## src/rtl/wb_write_queue_pkg.sv

```systemverilog
// Shared types and constants for the register-file write-back queue.
package wb_write_queue_pkg;

  localparam logic [3:0] PC_REG            = 4'd15;
  localparam int         WBQ_DEPTH_DEFAULT = 4;
  localparam int         WBQ_DATA_W        = 32;

  typedef struct packed {
    logic [3:0]            dest;
    logic [WBQ_DATA_W-1:0] data;
  } wbq_entry_t;

  // R15 is the PC and is never written through this queue.
  function automatic logic is_push(input logic en, input logic [3:0] dest);
    return en && (dest != PC_REG);
  endfunction

endpackage

```

## src/rtl/wbq_fifo_2w1r.sv

```systemverilog
// Circular buffer with two ordered push ports and one pop port.
// push1 is only ever asserted together with push0; din0 is the older entry.
module wbq_fifo_2w1r
  import wb_write_queue_pkg::*;
#(
  parameter int DEPTH = WBQ_DEPTH_DEFAULT
) (
  input  logic                   clk,
  input  logic                   rst,
  input  logic                   push0,
  input  logic                   push1,
  input  wbq_entry_t             din0,
  input  wbq_entry_t             din1,
  input  logic                   pop,
  output wbq_entry_t             head,
  output wbq_entry_t             entries [DEPTH],
  output logic [DEPTH-1:0]       valid,
  output logic [$clog2(DEPTH):0] count
);

  localparam int PTR_W = $clog2(DEPTH);
  localparam int CNT_W = $clog2(DEPTH) + 1;

  logic [PTR_W-1:0] wr_ptr;
  logic [PTR_W-1:0] wr_ptr_p1;
  logic [PTR_W-1:0] rd_ptr;
  logic [1:0]       n_push;
  wbq_entry_t       mem [DEPTH];

  assign wr_ptr_p1 = wr_ptr + 1'b1;
  assign n_push    = {1'b0, push0} + {1'b0, push1};
  assign head      = mem[rd_ptr];
  assign entries   = mem;

  always_ff @(posedge clk) begin
    if (rst) begin
      wr_ptr <= '0;
      rd_ptr <= '0;
      count  <= '0;
      valid  <= '0;
    end else begin
      // The pop clear comes first so a push landing on the slot being
      // vacated (full queue, simultaneous push and pop) leaves it valid.
      if (pop) begin
        rd_ptr        <= rd_ptr + 1'b1;
        valid[rd_ptr] <= 1'b0;
      end
      if (push0) valid[wr_ptr]    <= 1'b1;
      if (push1) valid[wr_ptr_p1] <= 1'b1;
      wr_ptr <= wr_ptr + PTR_W'(n_push);
      count  <= count + CNT_W'(n_push) - CNT_W'(pop);
    end
  end

  // NOTE: payload storage has no reset; the valid bits alone say which
  // slots hold live data, so the array maps onto plain RAM/flops.
  always_ff @(posedge clk) begin
    if (push0) mem[wr_ptr]    <= din0;
    if (push1) mem[wr_ptr_p1] <= din1;
  end

endmodule

```

## src/rtl/wb_write_queue.sv

```systemverilog
// Merges ALU and memory write-backs into one in-order register-file write
// per cycle, and reports which source registers still have writes queued.
module wb_write_queue
  import wb_write_queue_pkg::*;
#(
  parameter int DEPTH  = WBQ_DEPTH_DEFAULT,
  parameter int DATA_W = WBQ_DATA_W
) (
  input  logic                   clk,
  input  logic                   rst,
  input  logic                   mem_wb_en,
  input  logic [3:0]             mem_dest,
  input  logic [DATA_W-1:0]      mem_result,
  input  logic                   alu_wb_en,
  input  logic [3:0]             alu_dest,
  input  logic [DATA_W-1:0]      alu_result,
  input  logic [3:0]             src1,
  input  logic [3:0]             src2,
  output logic                   WriteBackEn,
  output logic [3:0]             Dest_wb,
  output logic [DATA_W-1:0]      Result_WB,
  output logic                   src1_pending,
  output logic                   src2_pending,
  output logic                   stall,
  output logic                   overflow,
  output logic [$clog2(DEPTH):0] count
);

  localparam int CNT_W = $clog2(DEPTH) + 1;

  logic             mem_req, alu_req;
  logic             mem_acc, alu_acc;
  logic             pop;
  logic [CNT_W:0]   space;
  wbq_entry_t       mem_entry, alu_entry, din0, head;
  wbq_entry_t       entries [DEPTH];
  logic [DEPTH-1:0] valid;

  assign mem_req = is_push(mem_wb_en, mem_dest);
  assign alu_req = is_push(alu_wb_en, alu_dest);
  assign pop     = (count != '0);

  // Storage width is fixed by the shared entry type; results are resized to it.
  assign mem_entry = '{dest: mem_dest, data: WBQ_DATA_W'(mem_result)};
  assign alu_entry = '{dest: alu_dest, data: WBQ_DATA_W'(alu_result)};

  // The head pop frees its slot in the same edge, so it counts as space.
  assign space   = (CNT_W+1)'(DEPTH) - (CNT_W+1)'(count) + (CNT_W+1)'(pop);
  assign mem_acc = mem_req && (space != '0);
  assign alu_acc = alu_req && (space > {{CNT_W{1'b0}}, mem_acc});

  // Mem is the older instruction, so it always takes the first slot.
  assign din0 = mem_acc ? mem_entry : alu_entry;

  wbq_fifo_2w1r #(.DEPTH(DEPTH)) u_fifo (
    .clk     (clk),
    .rst     (rst),
    .push0   (mem_acc | alu_acc),
    .push1   (mem_acc & alu_acc),
    .din0    (din0),
    .din1    (alu_entry),
    .pop     (pop),
    .head    (head),
    .entries (entries),
    .valid   (valid),
    .count   (count)
  );

  assign WriteBackEn = pop;
  assign Dest_wb     = pop ? head.dest : '0;
  assign Result_WB   = pop ? DATA_W'(head.data) : '0;
  assign stall       = (count >= CNT_W'(DEPTH - 1));

  always_ff @(posedge clk) begin
    if (rst)                                          overflow <= 1'b0;
    else if ((mem_req && !mem_acc) || (alu_req && !alu_acc)) overflow <= 1'b1;
  end

  always_comb begin
    src1_pending = 1'b0;
    src2_pending = 1'b0;
    for (int i = 0; i < DEPTH; i++) begin
      if (valid[i] && entries[i].dest == src1) src1_pending = 1'b1;
      if (valid[i] && entries[i].dest == src2) src2_pending = 1'b1;
    end
    if (src1 == PC_REG) src1_pending = 1'b0;
    if (src2 == PC_REG) src2_pending = 1'b0;
  end

endmodule

```

## config.mk

```make
export PLATFORM = sky130hd
export DESIGN_NAME = wb_write_queue
export DESIGN_NICKNAME = d
export VERILOG_FILES = /design/src/rtl/wb_write_queue_pkg.sv /design/src/rtl/wbq_fifo_2w1r.sv /design/src/rtl/wb_write_queue.sv
export SDC_FILE = /design/constraint.sdc
export NUM_CORES = 1
export LEC_CHECK = 0
export CELL_PAD_IN_SITES_DETAIL_PLACEMENT = 1
export CELL_PAD_IN_SITES_GLOBAL_PLACEMENT = 2
export CORE_AREA = 3 3 163 165
export CTS_CLUSTER_DIAMETER = 200
export DETAILED_ROUTE_END_ITERATION = 10
export DIE_AREA = 0 0 166 168
export PLACE_DENSITY = 0.85
export SLEW_MARGIN = 20
export SYNTH_ARGS = -nofsm -noshare
export SYNTH_HDL_FRONTEND = slang
export SYNTH_SLANG_ARGS = --single-unit
```

## constraint.sdc

```tcl
create_clock -name clk -period 3.95 [get_ports clk]
set_clock_uncertainty 0.2 [all_clocks]
set_input_delay 1.185 -clock clk [delete_from_list [all_inputs] [get_ports clk]]
set_output_delay 1.185 -clock clk [all_outputs]
set_load 0.01 [all_outputs]
```

# Word-level counts from Yosys, hierarchy flattened
# Index checks and enable logic that the tools add are counted.
[classes]
n_bitwise = 9
n_reduce_logical = 24
mux = 35
addsub = 8
magnitude_cmp = 13
n_eq_ne = 12
[ops]
columns = ["op", "n"]
rows = [
  ["$bwmux 144", 2],
  ["$mux 144", 2],
  ["$mux 36", 5],
  ["$demux 36 s2", 2],
  ["$bmux 36 s2", 1],
  ["$eq 4x4->1", 8],
  ["$mux 32", 1],
  ["$mux 4", 6],
  ["$logic_and 1x1->1", 19],
  ["$mux 1", 13],
  ["$ge 3x3->1 const B", 3],
  ["$lt 2x3->1 const B", 3],
  ["$not 2->3", 3],
  ["$eq 4x4->1 const B", 2],
  ["$ne 4x4->1 const B", 2],
  ["$or 4x4->4", 2],
  ["$demux 1 s2", 3],
  ["$ge 2x1->1 const B", 3],
  ["$lt 3x1->1 const B", 2],
  ["$add 2x1->2 const B", 2],
  ["$add 4x1->4", 1],
  ["$and 4x4->4", 1],
  ["$gt 4x1->1", 1],
  ["$not 4->4", 1],
  ["other kinds (12)", 13],
]
[totals]
elab_cells = 114
ff_bits = 156
out_inout_bits = 44
in_bits = 84

# Depth between registers and ports, before layout
[logic_depth]
depth_word = 13
depth_mapped = 23
ltp_nobuf = 20

# Cells and area by module
# From an unflattened synthesis, not the netlist that was laid out.
[hier_totals]
cells_unflattened = 1055
hier_area_um2 = 8682.1
[by_module_without_submodules]
columns = ["module", "seq_area_each_um2", "n_inst", "cells_each", "area_each_um2"]
rows = [
  ["wbq_fifo_2w1r", 3103.0, 1, 893, 7282.0],
  ["wb_write_queue", 20.0, 1, 162, 1400.1],
]

# Worst setup path before layout
# No wires, ideal clock.
[synth_path]
kind = "register to register"
startpoint = "reg u_fifo.count[2]"
endpoint = "reg u_fifo.count[2]"
stages_incl_launch_ff = 23
n_path_buf = 2
arrival_time_ns = 4.062
setup_ns = 0.128
period_less_slack_ns = 4.390
slack_ns = -0.440
t_required_ns = 3.622
cell_sequence = "dfxtp_1 -> or3_1 -> clkbuf_1 -> inv_1 -> ha_1 -> inv_1 -> ha_1 -> nor2b_1 -> o21ai_2 -> and2_1 -> buf_4 -> ha_1 -> nor2_1 -> nor3_1 -> or2_2 -> inv_1 -> ha_1 -> inv_1 -> ha_1 -> fa_1 -> xnor2_1 -> xnor2_1 -> nor2_1"
[synth_between]
elab_chain_cells = 10
word_cells_on_any_way = 12
cone_classes = "5 x add/sub; 1 x order compare; 2 x bitwise; 4 x reduce/logical"
[synth_lines]
columns = ["item", "line_no", "source"]
rows = [
  ["start, declared", "wbq_fifo_2w1r.sv:18", "output logic [$clog2(DEPTH):0] count"],
  ["start signal, assigned", "wbq_fifo_2w1r.sv:51", "count <= count + CNT_W'(n_push) - CNT_W'(pop);"],
  ["$sub 3x3->4 or $reduce_bool 3->1 (tied branches)", "wb_write_queue.sv:48, wb_write_queue.sv:41", ""],
  ["$add 4x1->4", "wb_write_queue.sv:48", "assign space = (CNT_W+1)'(DEPTH) - (CNT_W+1)'(count) + (CNT_W+1)'(pop);"],
  ["$reduce_bool 4->1", "wb_write_queue.sv:49", "assign mem_acc = mem_req && (space != '0);"],
  ["$logic_and 1x1->1", "wb_write_queue.sv:49", ""],
  ["$gt 4x1->1", "wb_write_queue.sv:50", "assign alu_acc = alu_req && (space > {{CNT_W{1'b0}}, mem_acc});"],
  ["$logic_and 1x1->1", "wb_write_queue.sv:50", ""],
  ["$or 1x1->1 or $and 1x1->1 (tied branches)", "wb_write_queue.sv:58, wb_write_queue.sv:59", ""],
  ["$add 1x1->2", "wbq_fifo_2w1r.sv:31", "assign n_push = {1'b0, push0} + {1'b0, push1};"],
  ["$add 3x2->3", "wbq_fifo_2w1r.sv:51", ""],
  ["$sub 3x1->3 *", "wbq_fifo_2w1r.sv:51", ""],
]
# Every way passes the cells marked *; elsewhere a longest branch is shown, timed or not.
# A chain may end at the register's enable or synchronous reset.

# Final worst setup path
[layout_path]
startpoint = "in mem_dest[2]"
endpoint = "reg u_fifo.mem (netlist bit u_fifo.entries[80])"
[layout_between]
elab_chain_cells = 9
word_cells_on_any_way = 12
cone_classes = "1 x order compare; 1 x eq/ne; 5 x mux; 2 x bitwise; 3 x reduce/logical"
[layout_lines]
columns = ["item", "line_no", "source"]
rows = [
  ["start, declared", "wb_write_queue.sv:12", "input logic [3:0] mem_dest,"],
  ["$ne 4x4->1 *", "wb_write_queue_pkg.sv:15", "return en && (dest != PC_REG);"],
  ["$logic_and 1x1->1 *", "wb_write_queue_pkg.sv:15", ""],
  ["$logic_and 1x1->1 *", "wb_write_queue.sv:49", ""],
  ["$gt 4x1->1", "wb_write_queue.sv:50", ""],
  ["$logic_and 1x1->1", "wb_write_queue.sv:50", ""],
  ["$or 1x1->1", "wb_write_queue.sv:58", ".push0 (mem_acc | alu_acc),"],
  ["$mux 144", "wbq_fifo_2w1r.sv:58", "if (push0) mem[wr_ptr] <= din0;"],
  ["$bwmux 144", "wbq_fifo_2w1r.sv:59", "if (push1) mem[wr_ptr_p1] <= din1;"],
  ["$mux 144 *", "wbq_fifo_2w1r.sv:59", ""],
  ["end signal, assigned by index", "wbq_fifo_2w1r.sv:58", ""],
  ["end signal, assigned by index", "wbq_fifo_2w1r.sv:59", ""],
  ["end, declared", "wbq_fifo_2w1r.sv:28", "wbq_entry_t mem [DEPTH];"],
]
# Marks and branches as above.

==> flow_summary.json <==
{
  "status": "finished, final reports clean",
  "place.port_buffers": 127,
  "syn_nets": 899,
  "clk_pin_slew_ns": 0.06,
  "wl_per_cell_um": 21.0,
  "critPathRequiredTime_ns": 4.06,
  "synthCells": 801,
  "power.density_nw_per_um2": 1020,
  "yosys_warnings": 0,
  "fillerInstances": 2820,
  "drc_errors": 0,
  "vias_per_cell": 5.43,
  "synth_top_cell_area_share": 0.412,
  "min_to": "u_fifo.entries[44]$_DFF_P_",
  "r2r-end": "u_fifo.entries[80]$_DFF_P_",
  "tightest_slew_ns": 0.560,
  "worst-path-max-fanout": 4,
  "dp.cells": 1248,
  "wl_met1_um": 12400,
  "drt_iter0_drc": 349,
  "period_share": 0.975,
  "max_freq_mhz": 260,
  "maxSlewViolCount": 0,
  "clkLatencyLatePin_ns": 0.42,
  "finalHoldViolCount": 0,
  "async_flop_share": 0,
  "grt_max_degree": 43,
  "grt_remaining_overflow": 0,
  "cts.sinks": 156,
  "critPathTopFamily": "buffers and inverters",
  "ys.flop_type": "dfxtp_1",
  "hp-class": "flop to flop",
  "cts-root-buf": "clkbuf_16",
  "crit_slowest_cell": "clkdlybuf4s50_1",
  "grt_usage": 0.190,
  "avgSynthCellArea_sq_um": 9.46,
  "wl_met2_um": 13300,
  "ys_seq_elements": 156,
  "slew_headroom": 0.627,
  "diodes": 0,
  "p_leak_nw": 3.97,
  "area_growth_pct": 39.2,
  "cts_tree": "built",
  "num-nets-final": 1044,
  "rows": 58,
  "dr_total_vias": 7001,
  "h-tree-depth": 4,
  "totalWireLength_um": 27100,
  "cts_buffers": 17,
  "yosysTopAreaCell": "dfxtp_1",
  "ys_seq_area_frac": 0.412,
  "regArea_sq_um": 3130,
  "min_period_ns": 3.85,
  "route.top_layer_used": "met4",
  "synth_area_leaders": "dfxtp_1 41%, o22ai_1 12%, mux4_2 11%",
  "synth_fa_ha_area_frac": 0.0241,
  "die_area_sq_um": 27900,
  "start_util": 0.301,
  "synth_top_family_by_area": "compound AO/OA/AOI/OAI gates",
  "start_kind": "input pin",
  "gp_routability_congestion": 0.848,
  "cap_viol_max_count": 0,
  "total_power_mw": 10.8,
  "crit_arrival_ns": 3.96,
  "synth_most_common_cell": "dfxtp_1",
  "synth_xor_area_frac": 0.0428,
  "netlist_area_sq_um": 7580,
  "critPathKind": "input pin to flop",
  "drive_gt1_frac": 0.259,
  "cp_common_cell": "ha_4",
  "grt_pass1_vias": 7444,
  "endpoint_kind": "flop",
  "yosys-top-cells-count": "156 x dfxtp_1, 144 x o22ai_1, 121 x a21oi_1",
  "synth_mux_area_frac": 0.108,
  "antenna_found_initial": 0,
  "max_stage_delay_ns": 0.43,
  "grt_pass1_wl_um": 42400,
  "die_w_um": 166,
  "synth_edf_count": 0,
  "ant_nets": 0,
  "dpl.hpwl_um": 17800,
  "setup_viol": 0,
  "synth_compound_area_frac": 0.248,
  "holdCritStartpoint": "u_fifo.entries[44]$_DFF_P_",
  "reg2regPathDepth": 21,
  "synth-simple-area-share": 0.0993,
  "path_cells": "clkdlybuf4s50_1 -> a41oi_2 -> and2_4 -> ha_4 -> nor2_4 -> nor3_2 -> or2_4 -> inv_2 -> ha_4 -> inv_4 -> mux2i_4 -> nor2b_4 -> a21boi_4 -> buf_6 -> clkbuf_16 -> a21oi_1",
  "core_area_sq_um": 25200,
  "multi_input_area_sq_um": 4200,
  "crit_buf_inv": 5,
  "max-vdd-ir-drop_uv": 464,
  "whs_path_depth": 2,
  "regToRegStartpoint": "u_fifo.count[2]$_SDFF_PP0_",
  "dr_wl_met3_um": 1130,
  "instances_no_fill": 1289,
  "die_y_um": 168,
  "ys_types": 37,
  "reg2reg_slack_ns": 0.11,
  "cts_max_path_buffers": 2,
  "pin_count": 128,
  "drtPass1Iterations": 5
}
[through the flow]
| stage | hold slack (ns) | area [sq um] | worst slack, ns | setup TNS (ns) | utilization |
|---|---|---|---|---|---|
| floorplan | 0.278 | 7770 | -0.00338 | -0.00338 | - |
| global placement | 0.311 | 9780 | -0.473 | -49.36 | 0.388 |
| detailed placement | 0.324 | 9780 | -0.492 | -53.11 | 0.388 |
| CTS | 0.338 | 10400 | 0.0309 | 0 | 0.415 |
| global route | 0.357 | 10500 | -0.0216 | -0.194 | 0.419 |
| finish | 0.339 | 10500 | 0.0973 | 0 | 0.419 |
[state kept, by name (all words and copies together), names as in the netlist]
signal	cells
u_fifo.count	3
u_fifo.entries	144
u_fifo.rd_ptr	2
u_fifo.valid	4
overflow	1
u_fifo.wr_ptr	2
[cell families after synthesis]
group | Yosys count
xor+xnor | 37
flops | 156
buf+inv | 118
compound gates | 308
simple gates | 131
mux | 37
fa+ha+maj | 14
[worst max path at each step]
stage / startpoint / to / slack, ns / depth (start not counted)
after CTS: mem_wb_en / u_fifo.entries[37]$_DFF_P_ / 0.03 / 17
after detailed placement: src1[2] / src1_pending / -0.49 / 7
final: mem_dest[2] / u_fifo.entries[80]$_DFF_P_ / 0.1 / 16
after global routing: u_fifo.count[2]$_SDFF_PP0_ / u_fifo.entries[80]$_DFF_P_ / -0.02 / 21
after global placement: src2[2] / src2_pending / -0.47 / 6
after floorplan: u_fifo.count[2]$_SDFF_PP0_ / u_fifo.count[2]$_SDFF_PP0_ / -0.003 / 22
[area by class of cell]
| type | instances | area share |
|---|---|---|
| multi-input combinational | 527 | 0.399 |
| clock inverter | 14 | 0.0153 |
| sequential | 156 | 0.297 |
| timing repair buffer | 196 | 0.191 |
| tap | 330 | 0.0392 |
| clock buffer | 18 | 0.0407 |
| inverter | 48 | 0.0176 |
[worst reg2reg max path: cells and delay by family, from the launching register on]
kind,cells,cell delay [ns]
and+or+nand+nor,7,1.35
adders and majority gates,4,0.62
buffers and inverters,6,0.57
AOI/OAI and AO/OA,3,0.48
DFF,1,0.34
muxes,1,0.15
[timing repair]
item | 4_1_cts | 5_1_grt
setup endpoints to repair | 111 | 103
pin swaps | 1 | 7
gates cloned | 1 | 1
resized for setup | 17 | 16
setup buffers | 3 | 4
hold buffers | 0 | 0
[layer usage]
metal  track usage  vias to the layer above
met2         0.323                      199
met3        0.0296                       25
li1              -                     3235
met1         0.257                     3542
met4        0.0438                        0
met5             0                        -
[placed cells by master (no fill, tap or decap), types with 4 or more instances in the layout]
master / netlist / final
inv_1: 47 / 42
xor2_1: 25 / 25
and2_1: 38 / 36
a31oi_1: 4 / 4
nor2_1: 14 / 12
clkbuf_16: 0 / 18
clkdlybuf4s50_1: 0 / 114
buf_6: 4 / 4
a21oi_1: 121 / 120
nand3_1: 8 / 6
buf_12: 0 / 14
inv_2: 1 / 4
mux4_2: 36 / 36
o22ai_1: 144 / 144
or2_2: 37 / 36
clkinvlp_4: 0 / 4
buf_4: 1 / 49
dfxtp_1: 156 / 152
ha_1: 13 / 5
a21oi_2: 30 / 31
nand2_1: 12 / 12
xnor2_1: 12 / 11
nor3_1: 8 / 6
dlygate4sd2_1: 0 / 7
ha_4: 0 / 8
[power breakdown]
part | switching [mW] | internal (mW) | leakage [nW]
combinational | 2.90 | 3.22 | 2.38
clock | 0.708 | 0.946 | 0.277
sequential | 0.578 | 2.41 | 1.31
total | 4.19 | 6.58 | 3.97
Power figures use the tool's default switching activity.
